`config.mk`:
```
export PLATFORM = sky130hd
export DESIGN_NAME = niosii_top_onchip_mem_tester
export DESIGN_NICKNAME = d
export VERILOG_FILES = /design/src/rtl/niosii_top_onchip_mem_tester.sv
export SDC_FILE = /design/constraint.sdc
export NUM_CORES = 1
export LEC_CHECK = 0
export CORE_MARGIN = 2
export CORE_UTILIZATION = 40
export CTS_BUF_LIST = sky130_fd_sc_hd__clkbuf_8
export CTS_CLUSTER_SIZE = 24
export DETAILED_ROUTE_END_ITERATION = 7
export GPL_ROUTABILITY_DRIVEN = 1
export PLACE_DENSITY = 0.71
export SYNTH_ARGS = -nofsm -noshare
export SYNTH_HDL_FRONTEND = slang
export SYNTH_SLANG_ARGS = --single-unit
```
`constraint.sdc`:
```
create_clock -name clk -period 12.15 [get_ports clk]
set_clock_uncertainty 0.1 [all_clocks]
set_input_delay 1.215 -clock clk [delete_from_list [all_inputs] [get_ports clk]]
set_output_delay 1.215 -clock clk [all_outputs]
set_load 0.01 [all_outputs]
```
`src/rtl/niosii_top_onchip_mem_tester.sv`:
```
// Write-then-verify tester for an Avalon-MM on-chip memory slave (no waitrequest).
// Optional first-mismatch address capture: define MEM_TESTER_ERR_CAPTURE_EN.
module niosii_top_onchip_mem_tester #(
  parameter int ADDR_W       = 10,
  parameter int READ_LATENCY = 1
) (
  input  logic              clk,
  input  logic              reset,
  input  logic              start,
  input  logic [ADDR_W-1:0] base_addr,
  input  logic [ADDR_W:0]   length,
  input  logic [31:0]       seed,
  output logic [ADDR_W-1:0] address,
  output logic [3:0]        byteenable,
  output logic              chipselect,
  output logic              write,
  output logic [31:0]       writedata,
  input  logic [31:0]       readdata,
  output logic              busy,
  output logic              done,
  output logic              error,
  output logic [ADDR_W:0]   err_count,
  output logic [ADDR_W-1:0] err_addr
);

  typedef enum logic [2:0] {IDLE, WRITE, READ, DRAIN, DONE} state_t;

  localparam logic [ADDR_W:0] DRAIN_LAST = (ADDR_W+1)'(READ_LATENCY-1);

  state_t              state, state_nxt;
  logic [ADDR_W-1:0]   base_q, addr_q;
  logic [ADDR_W:0]     last_q, idx;
  logic [31:0]         seed_q, wdata_q, exp_q;
  logic                accept, last_word, drain_last, mismatch;

  logic [READ_LATENCY-1:0]        vld_pipe;
  logic [READ_LATENCY-1:0][31:0]  exp_pipe;

  assign accept     = (state == IDLE) && start;
  assign last_word  = (idx == last_q);
  assign drain_last = (idx == DRAIN_LAST);

  always_ff @(posedge clk or posedge reset) begin
    if (reset) state <= IDLE;
    else       state <= state_nxt;
  end

  always_comb begin
    state_nxt = state;
    case (state)
      IDLE:    if (start) state_nxt = (length != '0) ? WRITE : DONE;
      WRITE:   if (last_word) state_nxt = READ;
      READ:    if (last_word) state_nxt = DRAIN;
      DRAIN:   if (drain_last) state_nxt = DONE;
      DONE:    state_nxt = IDLE;
      default: state_nxt = IDLE;
    endcase
  end

  // Address/data registers double as the bus outputs, so they hold between phases.
  always_ff @(posedge clk or posedge reset) begin
    if (reset) begin
      base_q  <= '0;
      last_q  <= '0;
      seed_q  <= '0;
      addr_q  <= '0;
      wdata_q <= '0;
      exp_q   <= '0;
      idx     <= '0;
    end else begin
      case (state)
        IDLE: if (start) begin
          base_q  <= base_addr;
          last_q  <= length - (ADDR_W+1)'(1);
          seed_q  <= seed;
          addr_q  <= base_addr;
          wdata_q <= seed;
          idx     <= '0;
        end
        WRITE: if (last_word) begin
          idx    <= '0;
          addr_q <= base_q;
          exp_q  <= seed_q;
        end else begin
          idx     <= idx + (ADDR_W+1)'(1);
          addr_q  <= addr_q + ADDR_W'(1);
          wdata_q <= wdata_q + 32'd1;
        end
        READ: if (last_word) begin
          idx <= '0;
        end else begin
          idx    <= idx + (ADDR_W+1)'(1);
          addr_q <= addr_q + ADDR_W'(1);
          exp_q  <= exp_q + 32'd1;
        end
        DRAIN:   idx <= idx + (ADDR_W+1)'(1);
        default: ;
      endcase
    end
  end

  // Expected data rides alongside each read until its readdata arrives.
  always_ff @(posedge clk or posedge reset) begin
    if (reset) begin
      vld_pipe <= '0;
      exp_pipe <= '0;
    end else begin
      vld_pipe[0] <= (state == READ);
      exp_pipe[0] <= exp_q;
      for (int k = 1; k < READ_LATENCY; k++) begin
        vld_pipe[k] <= vld_pipe[k-1];
        exp_pipe[k] <= exp_pipe[k-1];
      end
    end
  end

  assign mismatch = vld_pipe[READ_LATENCY-1] && (readdata != exp_pipe[READ_LATENCY-1]);

  always_ff @(posedge clk or posedge reset) begin
    if (reset) begin
      error     <= 1'b0;
      err_count <= '0;
    end else if (accept) begin
      error     <= 1'b0;
      err_count <= '0;
    end else if (mismatch) begin
      error <= 1'b1;
      if (err_count != '1) err_count <= err_count + (ADDR_W+1)'(1);
    end
  end

`ifdef MEM_TESTER_ERR_CAPTURE_EN
  logic [READ_LATENCY-1:0][ADDR_W-1:0] addr_pipe;

  always_ff @(posedge clk or posedge reset) begin
    if (reset) begin
      addr_pipe <= '0;
    end else begin
      addr_pipe[0] <= addr_q;
      for (int k = 1; k < READ_LATENCY; k++) addr_pipe[k] <= addr_pipe[k-1];
    end
  end

  // Only the first mismatch of a pass is kept (error still clear at that point).
  always_ff @(posedge clk or posedge reset) begin
    if (reset)                    err_addr <= '0;
    else if (accept)              err_addr <= '0;
    else if (mismatch && !error)  err_addr <= addr_pipe[READ_LATENCY-1];
  end
`else
  assign err_addr = '0;
`endif

  assign chipselect = (state == WRITE) || (state == READ);
  assign write      = (state == WRITE);
  assign byteenable = chipselect ? 4'hF : 4'h0;
  assign address    = addr_q;
  assign writedata  = wdata_q;
  assign busy       = (state != IDLE);
  assign done       = (state == DONE);

endmodule

```
==> metrics.csv <==
stage,metric,value,unit
layout,share of post-route cells with drive strength above 1,0.0527,
worst_setup_path,critical path class,reg -> out,
sta,unrepaired setup endpoints after global routing,false,
cts,level count of the clock H-tree,4,
yosys,number of synthesized register bits,186,
layout,Layout Utilization,0.500,
yosys,count of different cell masters after synthesis,66,
detailed_routing,first drt pass iteration count,6,
min_path,HP Class,reg -> reg,
worst_setup_path,CP max FO,17,
layout,finished layout cell area,11700,um2
place,routability congestion estimate,0.854,
layout,total number of nets in the final design,1299,
layout,Area growth syn-to-layout,22.5,%
floorplan,Die W,159,um
floorplan,total core area,23500,um2
yosys,"Primary FF master, synth",dfrtp_1,
worst_setup_path,Crit Reg-Reg Startpoint,state[1]$_DFFE_PP0P_,
yosys,area of the mapped netlist,9580,um2
sta,number of max-slew violations in the final report,0,
run,max-cap violation count,0,
sta,Max-slew headroom,0.360,
cts,CTS-repair resized insts,0,
cts,insertion delay to the later sink of the worst-skew pair,0.47,ns
worst_setup_path,largest incremental delay on the critical path,0.79,ns
sta,final worst path period share,0.405,
sta,total negative slack,0,ns
cts,clock-pin slew of the registers on the worst-case setup and hold paths,0.09,ns
pwr,peak ir drop on the vdd network,0.000101,V
cts,hold-fix buffers at CTS,0,
grt,global-route wire length before repair,43700,um
worst_setup_path,ordered cell list for the critical path,nor2b_1 > nand2b_1 > inv_2 > nor2_1 > inv_1 > clkdlybuf4s50_1,
worst_setup_path,critical path required time,10.84,ns
run_status,status,"finished, final reports clean",
cts,CTS Buf Count,17,
yosys,yosys synthesis warning count,0,
worst_setup_path,highest-delay cell along the critical path,nor2_1,
detailed_routing,Post-route DRC,0,
worst_setup_path,R2R Setup Slk,8.75,ns
grt,GRT Util Overall,0.215,
pwr,"Power, Total",2680,uW
worst_setup_path,crit path launch type,flip-flop,
floorplan,number of rows in the core area,56,
sta,worst slew pin tran,0.960,ns
yosys,share of synthesized flip-flops with an asynchronous set or reset,1.00,
yosys,count of flip-flops with a built-in enable after synthesis,0,
pwr,power density over the cells,228,nW/um2
cts,number of buffers inserted by post-CTS setup repair,0,
sta,Final setup viols,0,
worst_setup_path,Arrival @ worst endpoint,3.61,ns
place,placement-stage cell area,11300,um2
grt,number of global-route vias before repair,8026,
place,HPWL after DPL,19100,um
place,number of buffers added on ports,149,
pwr,leak pwr,0.00498,uW
sta,number of endpoints with negative hold slack in the final report,0,
grt,antenna violations before repair,0,
detailed_routing,iteration-0 DRC count of the detailed router,868,
detailed_routing,final WL,26900,um
layout,Diodes inserted,0,
floorplan,height of the chip,159,um
worst_setup_path,Setup crit start,state[1]$_DFFE_PP0P_,
yosys,Synth Instances,1076,
detailed_routing,via count of the routed design,8485,
floorplan,number of placed I/O pins,160,
detailed_routing,Via-to-Cell Ratio,5.53,
sta,achievable frequency,203,MHz
yosys,synthesized area per cell,8.90,um2
grt,pin count of the biggest net entering global routing,79,
worst_setup_path,CP endpoint kind,primary output,
layout,most frequent cells in the layout,"201 x nand2_1, 186 x dfrtp_1, 149 x clkdlybuf4s50_1, 94 x nor2_1, 70 x a21oi_1",
grt,Overflow after GRT,0,
yosys,part of the Yosys area used for sequential elements,0.486,
cts,clock buffer depth,2,
cts,clock tree sinks,186,
floorplan,Die Area,25200,um2
layout,"most common cell after layout, fill and taps aside",nand2_1,
cts,CTS tree,yes,
sta,minimum clock period,4.92,ns
min_path,critical hold path startpoint,exp_q[15]$_DFFE_PP0P_,
detailed_routing,DRT antenna net count,0,
cts,root buffer cell,clkbuf_8,
floorplan,effective utilization at floorplan,0.408,
detailed_routing,routed wire length per instance,17.6,um
## report_power, final
part	internal [uW]	switching [uW]	total (uW)
registers	869	268	1140
logic	500	614	1110
clock network	206	221	427
## final cells by class
cell class,count,area (um2)
Inverter,25,98.8
Multi-Input combinational cell,811,4590
Tap cell,319,399
Fill cell,2219,11700
Timing Repair Buffer,162,1590
Clock buffer,18,248
Sequential cell,186,4650
Clock inverter,12,151
## registers in the layout, summed over array words and instances (netlist names)
register   flops
base_q        10
seed_q        32
idx           11
vld_pipe       1
last_q        11
address       10
exp_q         32
state          3
err_count     11
exp_pipe      32
error          1
writedata     32
## worst paths after layout
check | end | cells after the start
setup / recovery | byteenable[1] | 6
hold / removal | exp_pipe[15]$_DFF_PP0_ | 0
setup reg to reg | state[0]$_DFFE_PP0P_ | 7
hold reg to reg | exp_pipe[15]$_DFF_PP0_ | 0
max in group asynchronous | seed_q[8]$_DFFE_PP0N_ | 4
min in group asynchronous | err_count[9]$_DFFE_PP0P_ | 2
## metrics by stage
step                cells  worst slack (ns)  hold slack (ns)
global placement     1503              7.90            0.279
floorplan            1085              5.78            0.259
global route         1533              6.94            0.325
detailed placement   1503              7.77            0.289
finish               1533              7.23            0.312
CTS                  1533              7.22            0.310
## cells by family after synthesis
family | synth area share
AOI/OAI and AO/OA | 0.166
xor gates and xnor gates | 0.0622
adders and majority gates | 0.0105
buffers and inverters | 0.0400
DFF | 0.486
muxes | 0.00562
other | 0.000392
and+or+nand+nor | 0.230
## cells in the mapped netlist (10+ instances only)
library cell,instances,share of area
and4_1,12,0.011
dfrtp_1,186,0.49
clkbuf_1,45,0.018
o21ai_0,60,0.031
nand3_1,38,0.020
nand2_1,202,0.079
and3_1,15,0.0098
inv_1,24,0.0094
nor2_1,94,0.037
a21oi_1,70,0.037
xor2_1,41,0.037
buf_4,14,0.011
nor3_1,28,0.015
xnor2_1,27,0.025
or3_1,10,0.0065
nand4_1,20,0.013
a211oi_1,20,0.016
o22ai_1,14,0.0091
nor4_1,20,0.013
## critical path: cells and delay by family, from the launching register on
kind | cells | cell delay, ns
and+or+nand+nor | 3 | 1.47
DFF | 1 | 0.52
buffers and inverters | 3 | 1.15
## per-layer routing
metal,part of all wire,wire [um],vias up,global-route usage
met2,0.45,12100,310,0.326
li1,-,-,4050,-
met5,0,0,-,0
met4,0.012,323,0,0.0630
met3,0.061,1630,26,0.0371
met1,0.48,12800,4099,0.315
(Power assumes the default switching activity.)
